`src/rtl/lsu_pkg.sv`:
```
// Shared types and constants for the load/store unit.
package lsu_pkg;

  // funct3 encodings for loads and stores
  localparam logic [2:0] F3_B  = 3'b000;
  localparam logic [2:0] F3_H  = 3'b001;
  localparam logic [2:0] F3_W  = 3'b010;
  localparam logic [2:0] F3_BU = 3'b100;
  localparam logic [2:0] F3_HU = 3'b101;

  typedef enum logic [1:0] {
    CAUSE_MISALIGNED = 2'd0,
    CAUSE_RANGE      = 2'd1,
    CAUSE_TIMEOUT    = 2'd2,
    CAUSE_ILLEGAL    = 2'd3
  } cause_e;

  typedef enum logic [1:0] {
    IDLE  = 2'd0,
    ISSUE = 2'd1,
    WAIT  = 2'd2,
    RESP  = 2'd3
  } state_e;

  typedef enum logic [1:0] {
    SIZE_B = 2'd0,
    SIZE_H = 2'd1,
    SIZE_W = 2'd2
  } size_e;

  // Access size implied by the low two funct3 bits (11 is never legal).
  function automatic size_e f3_size(input logic [1:0] f3_lo);
    case (f3_lo)
      2'b00:   return SIZE_B;
      2'b01:   return SIZE_H;
      default: return SIZE_W;
    endcase
  endfunction

endpackage

```
`src/rtl/lsu_align.sv`:
```
// Combinational address/data shaping for the load/store unit: effective
// address, fault classification, store data masking and load extension.
module lsu_align
  import lsu_pkg::*;
#(
  parameter int ADDR_W = 7
) (
  input  logic              req_we,
  input  logic [2:0]        req_funct3,
  input  logic [31:0]       req_base,
  input  logic [31:0]       req_imm,
  input  logic [31:0]       req_wdata,
  input  logic [2:0]        ld_funct3,
  input  logic [31:0]       ld_data,
  output logic [ADDR_W-1:0] word_addr,
  output logic [1:0]        byte_off,
  output logic              fault,
  output logic [1:0]        cause,
  output logic [1:0]        size,
  output logic [31:0]       st_data,
  output logic [31:0]       ld_ext
);

  logic [31:0] ea;
  logic        illegal;
  logic        misaligned;
  logic        out_of_range;

  // Classify the request; faults are reported in priority order illegal, misaligned, range.
  always_comb begin
    ea         = req_base + req_imm;
    word_addr  = ea[ADDR_W+1:2];
    byte_off   = ea[1:0];
    size       = f3_size(req_funct3[1:0]);

    if (req_we) illegal = req_funct3[2] || (req_funct3[1:0] == 2'b11);
    else        illegal = (req_funct3 == 3'b011) || (req_funct3[2:1] == 2'b11);

    case (req_funct3[1:0])
      2'b01:   misaligned = ea[0];
      2'b10:   misaligned = (ea[1:0] != 2'b00);
      default: misaligned = 1'b0;
    endcase

    out_of_range = |ea[31:ADDR_W+2];
    fault        = illegal || misaligned || out_of_range;

    if (illegal)         cause = CAUSE_ILLEGAL;
    else if (misaligned) cause = CAUSE_MISALIGNED;
    else                 cause = CAUSE_RANGE;
  end

  // Right-justify store data and clear the bytes beyond the access size.
  always_comb begin
    case (req_funct3[1:0])
      2'b00:   st_data = {24'b0, req_wdata[7:0]};
      2'b01:   st_data = {16'b0, req_wdata[15:0]};
      default: st_data = req_wdata;
    endcase
  end

  // Extend returned load data according to the funct3 captured at accept.
  always_comb begin
    case (ld_funct3)
      F3_B:    ld_ext = {{24{ld_data[7]}}, ld_data[7:0]};
      F3_H:    ld_ext = {{16{ld_data[15]}}, ld_data[15:0]};
      F3_BU:   ld_ext = {24'b0, ld_data[7:0]};
      F3_HU:   ld_ext = {16'b0, ld_data[15:0]};
      default: ld_ext = ld_data;
    endcase
  end

endmodule

```
`src/rtl/load_store_unit.sv`:
```
// Load/store unit: accepts one request at a time, drives the MMU request
// interface, waits for completion (with timeout) and returns a response.
module load_store_unit
  import lsu_pkg::*;
#(
  parameter int ADDR_W  = 7,
  parameter int TIMEOUT = 64
) (
  input  logic              clk,
  input  logic              rst_n,
  input  logic              req_valid,
  output logic              req_ready,
  input  logic              req_we,
  input  logic [2:0]        req_funct3,
  input  logic [31:0]       req_base,
  input  logic [31:0]       req_imm,
  input  logic [31:0]       req_wdata,
  output logic              rsp_valid,
  output logic [31:0]       rsp_rdata,
  output logic              rsp_fault,
  output logic [1:0]        rsp_cause,
  output logic [ADDR_W-1:0] mmu_address,
  output logic [31:0]       mmu_offset,
  output logic [1:0]        mmu_size,
  output logic [31:0]       mmu_dat_in,
  output logic              mmu_mem_op,
  output logic              mmu_start,
  input  logic [31:0]       mmu_dat_out,
  input  logic              mmu_flg_complete
);

  localparam int CNT_W = $clog2(TIMEOUT + 1);

  state_e            state_q, state_d;
  logic              req_ready_q, req_ready_d;
  logic [CNT_W-1:0]  cnt_q, cnt_d;
  logic              we_q, we_d;
  logic [2:0]        ld_f3_q, ld_f3_d;
  logic [ADDR_W-1:0] mmu_address_q, mmu_address_d;
  logic [1:0]        mmu_offset_q, mmu_offset_d;
  logic [1:0]        mmu_size_q, mmu_size_d;
  logic [31:0]       mmu_dat_in_q, mmu_dat_in_d;
  logic              mmu_mem_op_q, mmu_mem_op_d;
  logic              mmu_start_q, mmu_start_d;
  logic              rsp_valid_q, rsp_valid_d;
  logic [31:0]       rsp_rdata_q, rsp_rdata_d;
  logic              rsp_fault_q, rsp_fault_d;
  logic [1:0]        rsp_cause_q, rsp_cause_d;

  logic [ADDR_W-1:0] al_addr;
  logic [1:0]        al_off;
  logic              al_fault;
  logic [1:0]        al_cause;
  logic [1:0]        al_size;
  logic [31:0]       al_st_data;
  logic [31:0]       al_ld_ext;

  lsu_align #(.ADDR_W(ADDR_W)) u_align (
    .req_we     (req_we),
    .req_funct3 (req_funct3),
    .req_base   (req_base),
    .req_imm    (req_imm),
    .req_wdata  (req_wdata),
    .ld_funct3  (ld_f3_q),
    .ld_data    (mmu_dat_out),
    .word_addr  (al_addr),
    .byte_off   (al_off),
    .fault      (al_fault),
    .cause      (al_cause),
    .size       (al_size),
    .st_data    (al_st_data),
    .ld_ext     (al_ld_ext)
  );

  // Next-state logic for the request FSM, MMU request registers and response registers.
  always_comb begin
    state_d       = state_q;
    req_ready_d   = req_ready_q;
    cnt_d         = cnt_q;
    we_d          = we_q;
    ld_f3_d       = ld_f3_q;
    mmu_address_d = mmu_address_q;
    mmu_offset_d  = mmu_offset_q;
    mmu_size_d    = mmu_size_q;
    mmu_dat_in_d  = mmu_dat_in_q;
    mmu_mem_op_d  = mmu_mem_op_q;
    mmu_start_d   = 1'b0;
    rsp_valid_d   = 1'b0;
    rsp_rdata_d   = rsp_rdata_q;
    rsp_fault_d   = rsp_fault_q;
    rsp_cause_d   = rsp_cause_q;

    case (state_q)
      IDLE: begin
        if (req_valid) begin
          req_ready_d = 1'b0;
          if (al_fault) begin
            state_d     = RESP;
            rsp_valid_d = 1'b1;
            rsp_fault_d = 1'b1;
            rsp_cause_d = al_cause;
            rsp_rdata_d = 32'b0;
          end else begin
            state_d       = ISSUE;
            mmu_start_d   = 1'b1;
            mmu_address_d = al_addr;
            mmu_offset_d  = al_off;
            mmu_size_d    = al_size;
            mmu_dat_in_d  = req_we ? al_st_data : 32'b0;
            mmu_mem_op_d  = req_we;
            we_d          = req_we;
            ld_f3_d       = req_funct3;
            cnt_d         = '0;
          end
        end
      end
      ISSUE: begin
        state_d = WAIT;
        cnt_d   = '0;
      end
      WAIT: begin
        if (mmu_flg_complete) begin
          state_d     = RESP;
          rsp_valid_d = 1'b1;
          rsp_fault_d = 1'b0;
          rsp_cause_d = 2'b0;
          rsp_rdata_d = we_q ? 32'b0 : al_ld_ext;
        end else if (cnt_q == CNT_W'(TIMEOUT - 1)) begin
          state_d     = RESP;
          rsp_valid_d = 1'b1;
          rsp_fault_d = 1'b1;
          rsp_cause_d = CAUSE_TIMEOUT;
          rsp_rdata_d = 32'b0;
        end else begin
          cnt_d = cnt_q + CNT_W'(1);
        end
      end
      RESP: begin
        state_d     = IDLE;
        req_ready_d = 1'b1;
      end
      default: begin
        state_d     = IDLE;
        req_ready_d = 1'b1;
      end
    endcase
  end

  // State and output registers; reset abandons any transaction in flight.
  always_ff @(posedge clk or negedge rst_n) begin
    if (!rst_n) begin
      state_q       <= IDLE;
      req_ready_q   <= 1'b1;
      cnt_q         <= '0;
      we_q          <= 1'b0;
      ld_f3_q       <= 3'b0;
      mmu_address_q <= '0;
      mmu_offset_q  <= 2'b0;
      mmu_size_q    <= 2'b0;
      mmu_dat_in_q  <= 32'b0;
      mmu_mem_op_q  <= 1'b0;
      mmu_start_q   <= 1'b0;
      rsp_valid_q   <= 1'b0;
      rsp_rdata_q   <= 32'b0;
      rsp_fault_q   <= 1'b0;
      rsp_cause_q   <= 2'b0;
    end else begin
      state_q       <= state_d;
      req_ready_q   <= req_ready_d;
      cnt_q         <= cnt_d;
      we_q          <= we_d;
      ld_f3_q       <= ld_f3_d;
      mmu_address_q <= mmu_address_d;
      mmu_offset_q  <= mmu_offset_d;
      mmu_size_q    <= mmu_size_d;
      mmu_dat_in_q  <= mmu_dat_in_d;
      mmu_mem_op_q  <= mmu_mem_op_d;
      mmu_start_q   <= mmu_start_d;
      rsp_valid_q   <= rsp_valid_d;
      rsp_rdata_q   <= rsp_rdata_d;
      rsp_fault_q   <= rsp_fault_d;
      rsp_cause_q   <= rsp_cause_d;
    end
  end

  assign req_ready   = req_ready_q;
  assign rsp_valid   = rsp_valid_q;
  assign rsp_rdata   = rsp_rdata_q;
  assign rsp_fault   = rsp_fault_q;
  assign rsp_cause   = rsp_cause_q;
  assign mmu_address = mmu_address_q;
  assign mmu_offset  = {30'b0, mmu_offset_q};
  assign mmu_size    = mmu_size_q;
  assign mmu_dat_in  = mmu_dat_in_q;
  assign mmu_mem_op  = mmu_mem_op_q;
  assign mmu_start   = mmu_start_q;

endmodule

```
`config.mk`:
```
export PLATFORM = sky130hd
export DESIGN_NAME = load_store_unit
export DESIGN_NICKNAME = d
export VERILOG_FILES = /design/src/rtl/lsu_pkg.sv /design/src/rtl/lsu_align.sv /design/src/rtl/load_store_unit.sv
export SDC_FILE = /design/constraint.sdc
export NUM_CORES = 1
export LEC_CHECK = 0
export BUFFER_PORTS_ARGS = -buffer_cell sky130_fd_sc_hd__buf_4
export CAP_MARGIN = 10
export CORE_MARGIN = 2
export CORE_UTILIZATION = 50
export CTS_CLUSTER_SIZE = 30
export DETAILED_ROUTE_END_ITERATION = 7
export HOLD_SLACK_MARGIN = 0.12
export PLACE_DENSITY = 0.81
export SETUP_SLACK_MARGIN = 0.05
export SYNTH_ARGS = -nofsm -noshare
export SYNTH_HDL_FRONTEND = slang
export SYNTH_SLANG_ARGS = --single-unit
```
`constraint.sdc`:
```
create_clock -name clk -period 2.3 [get_ports clk]
set_input_delay 0.345 -clock clk [delete_from_list [all_inputs] [get_ports clk]]
set_output_delay 0.345 -clock clk [all_outputs]
set_load 0.005 [all_outputs]
```
==> results.json <==
{
  "nFillCells": 789,
  "synth-seq-area-share_pct": 35.7,
  "gp_congestion": 0.881,
  "vias_per_cell": 5.43,
  "setup_tns_ps": -104190,
  "switching_share_pct": 33.9,
  "hold_class": "primary input to flip-flop",
  "fp.coreArea_sq_um": 12800,
  "end_kind": "flip-flop",
  "grt_pass1_vias": 6777,
  "critical_path.max_fanout": 8,
  "htree_levels": 3,
  "peakVddDrop_uv": 559,
  "slew_headroom_pct": 60.2,
  "finalPower_w": 0.00719,
  "fmax_mhz": 283,
  "die_y_um": 119,
  "pwr-share-clk_pct": 20.7,
  "finalHoldViolations": 0,
  "yosysWarnings": 0,
  "p_comb_share_pct": 48.5,
  "violations": "negative setup slack",
  "place_hpwl_um": 15800,
  "routed_wl_um": 21600,
  "fin_util_pct": 78.7,
  "p_leak_nw": 5.13,
  "start_util_pct": 51.7,
  "wl_per_cell_um": 17.4,
  "synth_flop_cell": "dfrtp_1",
  "syn_avg_cell_area_sq_um": 9.24,
  "rsz0062_at_grt": "true",
  "grt_pass1_wl_um": 33900,
  "final_antenna_net_count": 0,
  "layout_common_cells": "buf_4 (342), dfrtp_1 (93), nand2_1 (81), inv_1 (75), a21oi_1 (59)",
  "clkTransAtPathRegs_ps": 70,
  "setup_ws_ps": -1240,
  "min_period_ps": 3540,
  "antenna_found_initial": 0,
  "intPower_w": 0.00475,
  "numCtsBuffers": 9,
  "insertedDiodeCount": 0,
  "clock_skew_ps": 8.32,
  "whs_ps": 247,
  "via_count": 6733,
  "crit_type": "primary input to flip-flop",
  "final_common_cell": "buf_4",
  "pin_count": 248,
  "switchingPower_w": 0.00244,
  "areaGrowthSynthToFinish_pct": 52.4,
  "ys_ff_latch": 94,
  "pwr-share-seq_pct": 30.8,
  "place_ws_ps": -1600,
  "dieWidth_um": 119,
  "setup_viol": 92,
  "first_iter_violations": 450,
  "synth_edf_count": 0,
  "firstDrtPassIters": 5,
  "period_share_pct": 154,
  "worst_setup_path_start_kind": "primary input",
  "grt_usage_pct": 29.8,
  "outcome": "finished, violations left",
  "grt_max_degree": 57,
  "overflow": 0,
  "clock_path_buffers": 2,
  "finalMaxSlewViolations": 0,
  "die-area_sq_um": 14100,
  "ys_async_sr_fraction_pct": 100,
  "synth_cells": 714,
  "reg2reg_slack_ps": 120,
  "port_buffers": 217,
  "clock_latency_ps": 350,
  "layout-drive-gt1-share_pct": 43.6,
  "clock_sinks": 94,
  "cts_tree": "built",
  "ys_types": 72,
  "worst_slew_pin_slew_ps": 590,
  "p_per_area_nw_per_um2": 715,
  "drv_cap": 0,
  "required_ps": 2530,
  "syn-cell-area_sq_um": 6600,
  "clockRootBuffer": "clkbuf_16",
  "critical_path_arrival_ps": 3760,
  "std_cell_rows": 41,
  "drc": 0,
  "nets": 1240
}
-- registers in the layout, summed over array words and instances, names as in the netlist --
name / cells
mmu_dat_in: 32
rsp_rdata: 32
cnt_q: 7
mmu_address: 7
ld_f3_q: 3
mmu_offset_q: 2
mmu_size: 2
rsp_cause: 2
state_q: 2
mmu_mem_op: 1
mmu_start: 1
req_ready: 1
rsp_fault: 1
rsp_valid: 1
-- critical path, cell delays in order --
cell      delay [ps]
buf_6            100
ha_4             150
fa_2             330
a21o_1           200
a221oi_4         320
buf_6            160
o221ai_4         150
buf_4            170
buf_4            120
a21oi_1          150
xor2_1           190
and4_1           270
nand4_2          180
nor2_2           160
and3_4           220
buf_12           160
buf_6            100
mux2_4           280
-- per-layer routing --
| metal | routed length (um) | vias to the layer above | global-route usage, % | part of all wire, % |
|---|---|---|---|---|
| met5 | 0 | - | 0 | 0 |
| met4 | 741 | 0 | 12.5 | 3.4 |
| met3 | 1540 | 62 | 6.27 | 7.1 |
| met2 | 11200 | 319 | 53.8 | 52 |
| met1 | 8110 | 3220 | 33.9 | 38 |
| li1 | - | 3132 | - | - |
-- area by class of cell --
cell class	instances	area, sq um	area share, %
flip-flops and latches	94	2350	23.4
inverters	75	282	2.80
well taps	172	215	2.14
repair buffers	364	2930	29.1
clock buffers	11	233	2.31
multi-input cells	519	3990	39.6
clock inverters	5	60.1	0.597
-- what timing repair did --
action | 4_1_cts | 5_1_grt
cloned | 2 | 0
resized for setup | 28 | 32
hold buffers | 1 | 0
setup endpoints to repair | 92 | 92
buffers inserted | 8 | 6
pin swaps | 10 | 16
hold endpoints to repair | 37 | 0
-- per-stage QoR --
step / area [sq um] / cells
final: 10100 / 1240
after global routing: 10100 / 1240
after CTS: 9890 / 1236
after detailed placement: 9360 / 1209
after global placement: 9360 / 1209
after floorplan: 6820 / 743
-- power by group through the flow --
stage	logic (W)	clock network, W	registers [W]
floorplan	0.00165	0	0.00220
global placement	0.00306	0	0.00220
detailed placement	0.00312	0	0.00222
CTS	0.00334	0.00150	0.00220
global route	0.00371	0.00157	0.00225
finish	0.00349	0.00149	0.00221
-- cell families after synthesis --
family                     count (synthesis)  synth area share [%]
buffers and inverters                    130                  9.92
DFF                                       94                  35.7
and+or+nand+nor                          179                  12.9
other                                      1                0.0568
AOI/OAI and AO/OA                        166                  16.4
xor gates and xnor gates                  19                  2.52
adders and majority gates                 41                  7.89
muxes                                     84                  14.6
-- final timing paths --
path / from / to / cells after the start
hold / removal: mmu_dat_out[0] / rsp_rdata[0]$_DFFE_PN0P_ / 3
hold reg to reg: cnt_q[6]$_DFFE_PN0P_ / cnt_q[6]$_DFFE_PN0P_ / 2
max in group asynchronous: rst_n / mmu_address[1]$_DFFE_PN0P_ / 3
setup / recovery: req_imm[0] / ld_f3_q[2]$_DFFE_PN0P_ / 18
setup reg to reg: cnt_q[0]$_DFFE_PN0P_ / rsp_rdata[10]$_DFFE_PN0P_ / 9
min in group asynchronous: rst_n / mmu_dat_in[23]$_DFFE_PN0P_ / 2
-- cells in the mapped netlist, types with 3 or more instances --
library cell	n	area share, %
o21a_1	5	0.57
or3_1	3	0.28
nand2_1	81	4.6
a21o_1	10	1.1
o21bai_1	3	0.34
nor2b_1	3	0.28
mux2_2	21	3.6
a21oi_1	62	4.7
mux2_4	19	4.3
nor3_1	6	0.46
ha_1	40	7.6
xnor2_1	12	1.6
buf_4	32	3.6
and2_1	5	0.47
nand4_1	7	0.66
o211ai_1	3	0.34
a21boi_0	5	0.57
nand2b_1	7	0.66
nand3_1	11	0.83
or2_2	3	0.28
o21ai_0	31	2.4
dfrtp_1	93	35
nor2_1	30	1.7
xor2_1	7	0.93
and3_1	8	0.76
o21ai_1	4	0.30
nor4_1	3	0.28
a211oi_1	3	0.34
a31oi_1	6	0.57
clkbuf_1	14	0.80
mux2i_1	43	6.5
o2bb2ai_1	4	0.53
inv_1	75	4.3
buf_6	6	1.0
(Power assumes the default switching activity.)
